[config.mk]
export PLATFORM = sky130hd
export DESIGN_NAME = ecc_mod_sub_reduce
export DESIGN_NICKNAME = d
export VERILOG_FILES = /design/src/rtl/ecc_pkg.sv /design/src/rtl/ecc_word_sub.sv /design/src/rtl/ecc_mod_sub_reduce.sv
export SDC_FILE = /design/constraint.sdc
export NUM_CORES = 2
export LEC_CHECK = 0
export ABC_AREA = 1
export CAP_MARGIN = 20
export CORE_AREA = 3 3 373 375
export DETAILED_ROUTE_END_ITERATION = 10
export DIE_AREA = 0 0 376 378
export DONT_BUFFER_PORTS = 1
export PLACE_DENSITY_LB_ADDON = 0.05
export REMOVE_ABC_BUFFERS = 1
export SLEW_MARGIN = 20
export SYNTH_ARGS = -nofsm -noshare
export SYNTH_HDL_FRONTEND = slang
export SYNTH_HIERARCHICAL = 1
export SYNTH_SLANG_ARGS = --single-unit
[constraint.sdc]
create_clock -name clk -period 8.9 [get_ports clk]
set_input_delay 1.78 -clock clk [delete_from_list [all_inputs] [get_ports clk]]
set_output_delay 1.78 -clock clk [all_outputs]
set_load 0.005 [all_outputs]
[src/rtl/ecc_pkg.sv]
// Shared sizing and FSM encoding for the word-serial modular subtract/reduce stage.
package ecc_pkg;
  localparam int KEY_W    = 256;
  localparam int WORD_W   = 32;
  localparam int NWORDS   = KEY_W / WORD_W;
  localparam int MAX_ITER = 4;
  localparam int IDX_W    = $clog2(NWORDS);
  localparam int ITER_W   = $clog2(MAX_ITER + 1);

  localparam logic [1:0] ST_IDLE   = 2'd0;
  localparam logic [1:0] ST_REDUCE = 2'd1;
  localparam logic [1:0] ST_FIX    = 2'd2;
  localparam logic [1:0] ST_DONE   = 2'd3;
endpackage

[src/rtl/ecc_word_sub.sv]
// One word of subtract-with-borrow: {bout,diff} = a - b - bin, purely combinational.
module ecc_word_sub
  import ecc_pkg::*;
(
  input  logic [WORD_W-1:0] a,
  input  logic [WORD_W-1:0] b,
  input  logic              bin,
  output logic [WORD_W-1:0] diff,
  output logic              bout
);
  assign {bout, diff} = {1'b0, a} - {1'b0, b} - {{WORD_W{1'b0}}, bin};
endmodule

[src/rtl/ecc_mod_sub_reduce.sv]
// Turns |a-b| plus sign into (a-b) mod p using repeated word-serial "r - p" passes
// and an optional final "p - r" fix-up for negative differences.
module ecc_mod_sub_reduce
  import ecc_pkg::*;
(
  input  logic             clk,
  input  logic             rst,
  input  logic             in_valid,
  output logic             in_ready,
  input  logic [KEY_W-1:0] mag_in,
  input  logic             neg_in,
  input  logic [KEY_W-1:0] p_in,
  output logic             out_valid,
  input  logic             out_ready,
  output logic [KEY_W-1:0] res_out,
  output logic             err,
  output logic [1:0]       state_dbg
);
  // Handshake: a transfer happens on a rising edge where valid and ready are both
  // high; the producer holds its data stable until then, ready never waits on valid.

  localparam logic [IDX_W-1:0]  LAST_IDX  = IDX_W'(NWORDS - 1);
  localparam logic [ITER_W-1:0] ITER_LIM  = ITER_W'(MAX_ITER);

  logic [1:0]        state;
  logic [KEY_W-1:0]  r;
  logic [KEY_W-1:0]  p;
  logic [KEY_W-1:0]  t;
  logic [KEY_W-1:0]  t_next;
  logic              neg;
  logic [IDX_W-1:0]  word_idx;
  logic [ITER_W-1:0] iter;
  logic [ITER_W-1:0] iter_inc;
  logic              borrow;
  logic              err_q;

  logic [WORD_W-1:0] r_word;
  logic [WORD_W-1:0] p_word;
  logic [WORD_W-1:0] op_a;
  logic [WORD_W-1:0] op_b;
  logic [WORD_W-1:0] diff;
  logic              bout;
  logic              last_word;

  assign r_word    = r[word_idx*WORD_W +: WORD_W];
  assign p_word    = p[word_idx*WORD_W +: WORD_W];
  // FIX computes p - r through the same subtractor by swapping operands.
  assign op_a      = (state == ST_FIX) ? p_word : r_word;
  assign op_b      = (state == ST_FIX) ? r_word : p_word;
  assign last_word = (word_idx == LAST_IDX);
  assign iter_inc  = iter + ITER_W'(1);

  ecc_word_sub u_word_sub (
    .a    (op_a),
    .b    (op_b),
    .bin  (borrow),
    .diff (diff),
    .bout (bout)
  );

  // Full trial difference including the word being produced this cycle.
  always_comb begin
    t_next = t;
    t_next[word_idx*WORD_W +: WORD_W] = diff;
  end

  always_ff @(posedge clk) begin
    if (rst) begin
      state    <= ST_IDLE;
      r        <= '0;
      p        <= '0;
      t        <= '0;
      neg      <= 1'b0;
      word_idx <= '0;
      iter     <= '0;
      borrow   <= 1'b0;
      err_q    <= 1'b0;
    end else begin
      case (state)
        ST_IDLE: begin
          if (in_valid) begin
            r        <= mag_in;
            p        <= p_in;
            neg      <= neg_in;
            iter     <= '0;
            word_idx <= '0;
            borrow   <= 1'b0;
            if (p_in == '0) begin
              state <= ST_DONE;
              err_q <= 1'b1;
            end else begin
              state <= ST_REDUCE;
              err_q <= 1'b0;
            end
          end
        end
        ST_REDUCE: begin
          t <= t_next;
          if (!last_word) begin
            word_idx <= word_idx + IDX_W'(1);
            borrow   <= bout;
          end else begin
            word_idx <= '0;
            borrow   <= 1'b0;
            if (!bout) begin
              r    <= t_next;
              iter <= iter_inc;
              if (iter_inc == ITER_LIM) begin
                state <= ST_DONE;
                err_q <= 1'b1;
              end
            end else if (neg && (|r)) begin
              state <= ST_FIX;
            end else begin
              state <= ST_DONE;
            end
          end
        end
        ST_FIX: begin
          t <= t_next;
          if (!last_word) begin
            word_idx <= word_idx + IDX_W'(1);
            borrow   <= bout;
          end else begin
            word_idx <= '0;
            borrow   <= 1'b0;
            r        <= t_next;
            state    <= ST_DONE;
          end
        end
        default: begin
          if (out_ready) begin
            state <= ST_IDLE;
            err_q <= 1'b0;
          end
        end
      endcase
    end
  end

  assign in_ready  = (state == ST_IDLE);
  assign out_valid = (state == ST_DONE);
  assign res_out   = r;
  assign err       = err_q;
  assign state_dbg = state;
endmodule
=== Yosys cells after proc, flatten, opt, wreduce, memory -nomap -nowiden ===
Cells that the tools add are included.

* Bits in registers: 779
* Input port bits: 517
* Output and inout bits: 261
* Word-level logic and storage cells: 79

* $add $sub $neg: 5
* Equal/unequal tests: 11
* Shifts and indexed selects: 4
* Mux-type cells: 33
* Bitwise operators: 1
* Reductions and logical operators: 16

{| class="wikitable"
|+ Operators with widths
! kind !! number
|-
| $mux W256 || 4
|-
| $pmux W256 S3 || 1
|-
| $shiftx A256 B9 Y32 || 2
|-
| $bwmux W256 || 1
|-
| $logic_not A256 Y1 || 1
|-
| $reduce_or A256 Y1 || 1
|-
| $shift A32 B34 Y256 const A || 1
|-
| $shiftx A32 B34 Y256 || 1
|-
| $mux W32 || 2
|-
| $neg A8 Y34 || 1
|-
| $sub A32 B32 Y33 || 1
|-
| $sub A33 B1 Y33 || 1
|-
| $mux W2 || 7
|-
| $mux W3 || 4
|-
| $pmux W3 S2 || 2
|-
| $ne A2 B2 Y1 const B || 5
|-
| $reduce_and A5 Y1 || 2
|-
| $mux W1 || 9
|-
| $add A3 B1 Y3 const B || 2
|-
| $eq A3 B3 Y1 const B || 2
|-
| $pmux W2 S3 || 1
|-
| $reduce_and A6 Y1 || 1
|-
| $reduce_bool A3 Y1 || 2
|-
| $eq A2 B2 Y1 const B || 2
|-
| other kinds (12) || 14
|}

=== Logic depth before layout (Yosys ltp) ===
* Depth after elaboration: 9
* Depth in mapped cells: 31
* Gate-level depth less buffers: 27

=== By module ===
Netlist, hierarchy kept.

{| class="wikitable"
|+ By module, submodules not included
! module !! instances !! cells an instance !! area an instance (µm²)
|-
| ecc_mod_sub_reduce || 1 || 5492 || 37419.6
|-
| ecc_word_sub || 1 || 645 || 3324.4
|}

=== Least setup slack after synthesis ===
OpenSTA, ideal clock, no wires.

* Kind: register -> register
* Start: register word_idx[0]
* End: register r[41] (netlist: res_out[41])
* Setup time: 0.095 ns
* Arrival time: 4.098 ns
* Path slack: 4.707 ns
* Stages on the path, launching flop included: 29
* Clock period less this slack: 4.193 ns
* Cell sequence: dfxtp_1 -> buf_2 -> buf_2 -> buf_4 -> clkbuf_1 -> nor2_1 -> o22ai_1 -> nand2_1 -> nand2_1 -> nand2_1 -> o21ai_1 -> inv_1 -> fa_1 -> fa_1 -> nand3_1 -> nand3_2 -> nand2_1 -> nand2_2 -> nand2_2 -> nand2_2 -> nand2_2 -> nand2_1 -> nand2_1 -> nand2_1 -> a21oi_1 -> nand2_2 -> buf_2 -> buf_1 -> a221oi_1

{| class="wikitable"
|+ RTL lines
! item !! RTL line !! RTL
|-
| from (decl) || ecc_mod_sub_reduce.sv:31 || <nowiki>logic [IDX_W-1:0] word_idx;</nowiki>
|-
| from (signal assigned) || ecc_mod_sub_reduce.sv:100 || <nowiki>word_idx <= word_idx + IDX_W'(1);</nowiki>
|-
| from (signal assigned) || ecc_mod_sub_reduce.sv:122 || <nowiki>word_idx <= word_idx + IDX_W'(1);</nowiki>
|-
| $shiftx A256 B9 Y32, on equally long branches || ecc_mod_sub_reduce.sv:46, ecc_mod_sub_reduce.sv:45 ||
|-
| $mux W32 (*) || ecc_mod_sub_reduce.sv:49 || <nowiki>assign op_b = (state == ST_FIX) ? r_word : p_word;</nowiki>
|-
| named net op_b[0] || ecc_mod_sub_reduce.sv:40 || <nowiki>logic [WORD_W-1:0] op_b;</nowiki>
|-
| $sub A32 B32 Y33 (*) || ecc_word_sub.sv:11 || <nowiki>assign {bout, diff} = {1'b0, a} - {1'b0, b} - {{WORD_W{1'b0}}, bin};</nowiki>
|-
| $sub A33 B1 Y33 (*) || ecc_word_sub.sv:11 ||
|-
| named net bout || ecc_mod_sub_reduce.sv:42 || <nowiki>logic bout;</nowiki>
|-
| $ne A2 B2 Y1 (no line) (*) || -- ||
|-
| $reduce_and A5 Y1 (no line) (*) || -- ||
|-
| to (signal assigned) || ecc_mod_sub_reduce.sv:82 || <nowiki>r <= mag_in;</nowiki>
|-
| to (signal assigned) || ecc_mod_sub_reduce.sv:106 || <nowiki>r <= t_next;</nowiki>
|-
| to (signal assigned) || ecc_mod_sub_reduce.sv:127 || <nowiki>r <= t_next;</nowiki>
|-
| to (decl) || ecc_mod_sub_reduce.sv:26 || <nowiki>logic [KEY_W-1:0] r;</nowiki>
|}

The timed path passes the listed nets; every way through them passes the cells marked *. The select of a mux whose other input is x is not followed.
A chain may end at the register's enable or synchronous reset.

=== Worst setup path after layout ===
* Start: register word_idx[0]
* End: register r[134] (netlist: res_out[134])

Same word-level chain as after synthesis.

==> flow_summary.yaml <==
outcome:
  outcome: "complete, no violations"
timing:
  skew_ns: 0.02976
  setup_total_negative_slack_ns: 0
  max_freq_ghz: 0.1401
  number_of_endpoints_failing_setup_at_the_final_stage: 0
  slew_headroom: 0.3029
  grt_setup_unrepaired: "false"
  period_minus_slack_ns: 7.138
  final-max-slew-violation-count: 0
  tightest_slew_ns: 1.041
  post-route-period-util: 0.8020
  holdWs_ns: 0.4599
  final-hold-violation-count: 0
clocking:
  numClockSinks: 779
  cts-buffers-inserted: 97
  post-cts-setup-buffers: 0
  clk-insertion-delay-late_ns: 0.72
  cts_hold_buffers: 0
  clockRootBuffer: "sky130_fd_sc_hd__clkbuf_16"
  clk_transition_reported_paths_ns: 0.06
  clk_path_buf_depth: 3
  tritoncts: "done"
  cts-resized-gates: 0
  cts-htree-levels: 3
synth:
  yosys_warnings: 6
  synth.lib_cells_used.distinct: 38
  fraction_of_the_yosys_area_taken_by_sequential_cells: 0.3828
  synth_enable_flop_cells: 0
  async_flop_share: 0
  synth_compound_gate_area_share: 0.2780
  synthMuxAreaShare: 0
  share_of_the_synthesized_area_in_the_top_cell_type: 0.3828
  synth.ff_latch_count: 779
  synthTopCellsByArea: "sky130_fd_sc_hd__dfxtp_1 38%, sky130_fd_sc_hd__a21oi_1 11%, sky130_fd_sc_hd__nand2_1 9.3%, sky130_fd_sc_hd__o21ai_0 9.3%, sky130_fd_sc_hd__nor2_1 8.3%"
  synthesis.instances: 6137
  post_synth_most_frequent_cells: "1011 x sky130_fd_sc_hd__nand2_1, 904 x sky130_fd_sc_hd__a21oi_1, 899 x sky130_fd_sc_hd__nor2_1"
  synth.most_common_cell: "sky130_fd_sc_hd__nand2_1"
  synth_ff_type: "sky130_fd_sc_hd__dfxtp_1"
  yosys.area.top_type: "sky130_fd_sc_hd__dfxtp_1"
  netlist_area_mm2: 0.04074
  synthesized_area_fraction_occupied_by_adder_cells: 0.02401
  post_synthesis_xor_xnor_area_fraction: 0.003654
  synthSimpleGateAreaFrac: 0.2105
  postSynthAreaPerCell_um2: 6.639
  largest_family_of_logic_cells_by_synthesized_area: "compound AO/OA/AOI/OAI gates"
global_route:
  grt_use_met2: 0.4409
  busiest_layer: "met2"
  first_global_vias: 38630
  grt.met3_usage: 0.05125
  grt_max_degree: 450
  global_route.usage.met1: 0.3467
  globalRoute.totalOverflow: 0
  track_usage: 0.2627
  antenna_found_initial: 13
  global_route_wire_length_before_repair_um: 277400
placement:
  post-dp-hpwl_um: 138200
  count_of_buffers_from_port_buffering: 0
  numPlacedInstances: 7506
  place_congestion: 0.8646
detailed_routing:
  post_drt_via_cell_ratio: 5.326
  route.final.wire_length_um: 195300
  vias: 41010
  drtIter0Drc: 3333
  drt_first_pass_iters: 5
  antenna_left: 0
  route.detailed.drc: 0
  routed_wire_length_per_instance_um: 25.36
final_layout:
  finish.utilization: 0.3323
  final_net_count: 6420
  share_of_post_route_cells_with_drive_strength_above_1: 0.04913
  fin_cells: 7699
  area.growth.synth_to_final_pct: 10.61
  number_of_filler_cells_placed_in_the_layout: 15030
floorplanning:
  floorplan.rows: 135
  floorplan.io_pins: 778
  die_y_um: 378
  initial_core_util: 0.3004
  dieArea_mm2: 0.1421
  core_area_mm2: 0.1356
  dieWidth_um: 376
worst_setup_path:
  worst_path_required_ns: 9.47
  cp_max_fo: 95
  setup.worst_path.start_class: "flop"
  r2r.worst_path.cells: 26
  arrival_ns: 7.71
  setup.worst_path.end_class: "flop"
  timing_worst_setup_path_type: "flop to flop"
worst_hold_path:
  hold-path-cell-count: 2
  hold_path.class: "flop to flop"
job:
  maximum_capacitance_violations: 0
==> cells in the final DEF (no fill, tap or decap), drive strengths merged <==
| cell type | instances |
|---|---|
| nand2 | 1049 |
| nor2 | 912 |
| a21oi | 905 |
| o21ai | 787 |
| dfxtp | 779 |
| inv | 596 |
| a221oi | 185 |
| nand3 | 147 |
| clkbuf | 146 |
| o211ai | 79 |
| ha | 75 |
| o22ai | 64 |
| buf | 47 |
| a31oi | 34 |
| nand4 | 28 |
| clkinv | 21 |
| xor2 | 17 |
| diode | 15 |
| nor3 | 15 |
| bufinv | 7 |
| a211oi | 2 |
| clkinvlp | 2 |
| fa | 2 |
| a21o | 1 |
| and2 | 1 |
| o21bai | 1 |
| or2 | 1 |
==> layer usage <==
| layer | vias up | routed length, um | part of all wire |
|---|---|---|---|
| met3 | 208 | 12550 | 0.064 |
| li1 | 19910 | - | - |
| met1 | 19700 | 85800 | 0.44 |
| met5 | - | 55 | 0.00028 |
| met4 | 8 | 4262 | 0.022 |
| met2 | 1182 | 92600 | 0.47 |
==> sequential cells by signal, summed over array words and instances (netlist names) <==
signal	cells
borrow	1
err	1
iter	3
neg	1
p	256
res_out	256
state_dbg	2
t	256
word_idx	3
==> layout make-up <==
cell class / count / area, um^2 / share of cell area
Clock inverter: 30 / 337.8 / 0.007496
Inverter: 596 / 2277 / 0.05053
Clock buffer: 146 / 2957 / 0.06561
Antenna cell: 15 / 37.54 / 0.0008329
Sequential cell: 779 / 15600 / 0.3462
Multi-Input combinational cell: 4305 / 21130 / 0.4689
Timing Repair Buffer: 47 / 493.0 / 0.01094
Tap cell: 1781 / 2228 / 0.04945
==> per-stage QoR <==
step	area, um^2	worst slack [ns]
after floorplan	38860	-7.940
after global placement	41680	1.859
after detailed placement	41680	1.875
after CTS	44970	1.882
after global routing	45040	1.183
final	45070	1.762
==> path summary, 6_finish.rpt <==
check	start	to	slack (ns)
min	t[46]	t[46]	0.46
min reg2reg	t[46]	t[46]	0.46
max reg2reg	word_idx[0]	res_out[134]	1.76
max	word_idx[0]	res_out[134]	1.76
==> worst max-delay path, stage by stage, from the launching register on <==
cell	delay, ns
sky130_fd_sc_hd__dfxtp_4	0.65
sky130_fd_sc_hd__buf_12	0.33
sky130_fd_sc_hd__buf_4	0.71
sky130_fd_sc_hd__o21ai_0	0.20
sky130_fd_sc_hd__o22ai_1	0.17
sky130_fd_sc_hd__nand2_1	0.06
sky130_fd_sc_hd__nand2_1	0.13
sky130_fd_sc_hd__nand2_1	0.06
sky130_fd_sc_hd__o21ai_1	0.11
sky130_fd_sc_hd__inv_1	0.08
sky130_fd_sc_hd__fa_1	0.45
sky130_fd_sc_hd__fa_1	0.47
sky130_fd_sc_hd__nand3_1	0.13
sky130_fd_sc_hd__nand3_2	0.08
sky130_fd_sc_hd__nand2_1	0.09
sky130_fd_sc_hd__nand2_2	0.09
sky130_fd_sc_hd__nand2_2	0.08
sky130_fd_sc_hd__nand2_2	0.09
sky130_fd_sc_hd__nand2_2	0.08
sky130_fd_sc_hd__nand3_1	0.06
sky130_fd_sc_hd__nand2_1	0.23
sky130_fd_sc_hd__a21oi_1	0.20
sky130_fd_sc_hd__nand2_8	0.48
sky130_fd_sc_hd__clkinv_2	0.77
sky130_fd_sc_hd__buf_4	0.50
sky130_fd_sc_hd__o21ai_0	0.20
sky130_fd_sc_hd__a21oi_1	0.06
==> cells by family after synthesis <==
| family | after synthesis |
|---|---|
| simple gates | 2153 |
| compound gates | 2058 |
| xor+xnor | 17 |
| fa+ha+maj | 77 |
| buf+inv | 1053 |
| flops | 779 |
Power is not shown: default switching activity piles up to over one toggle a cycle in this logic, so the estimate is an artifact.
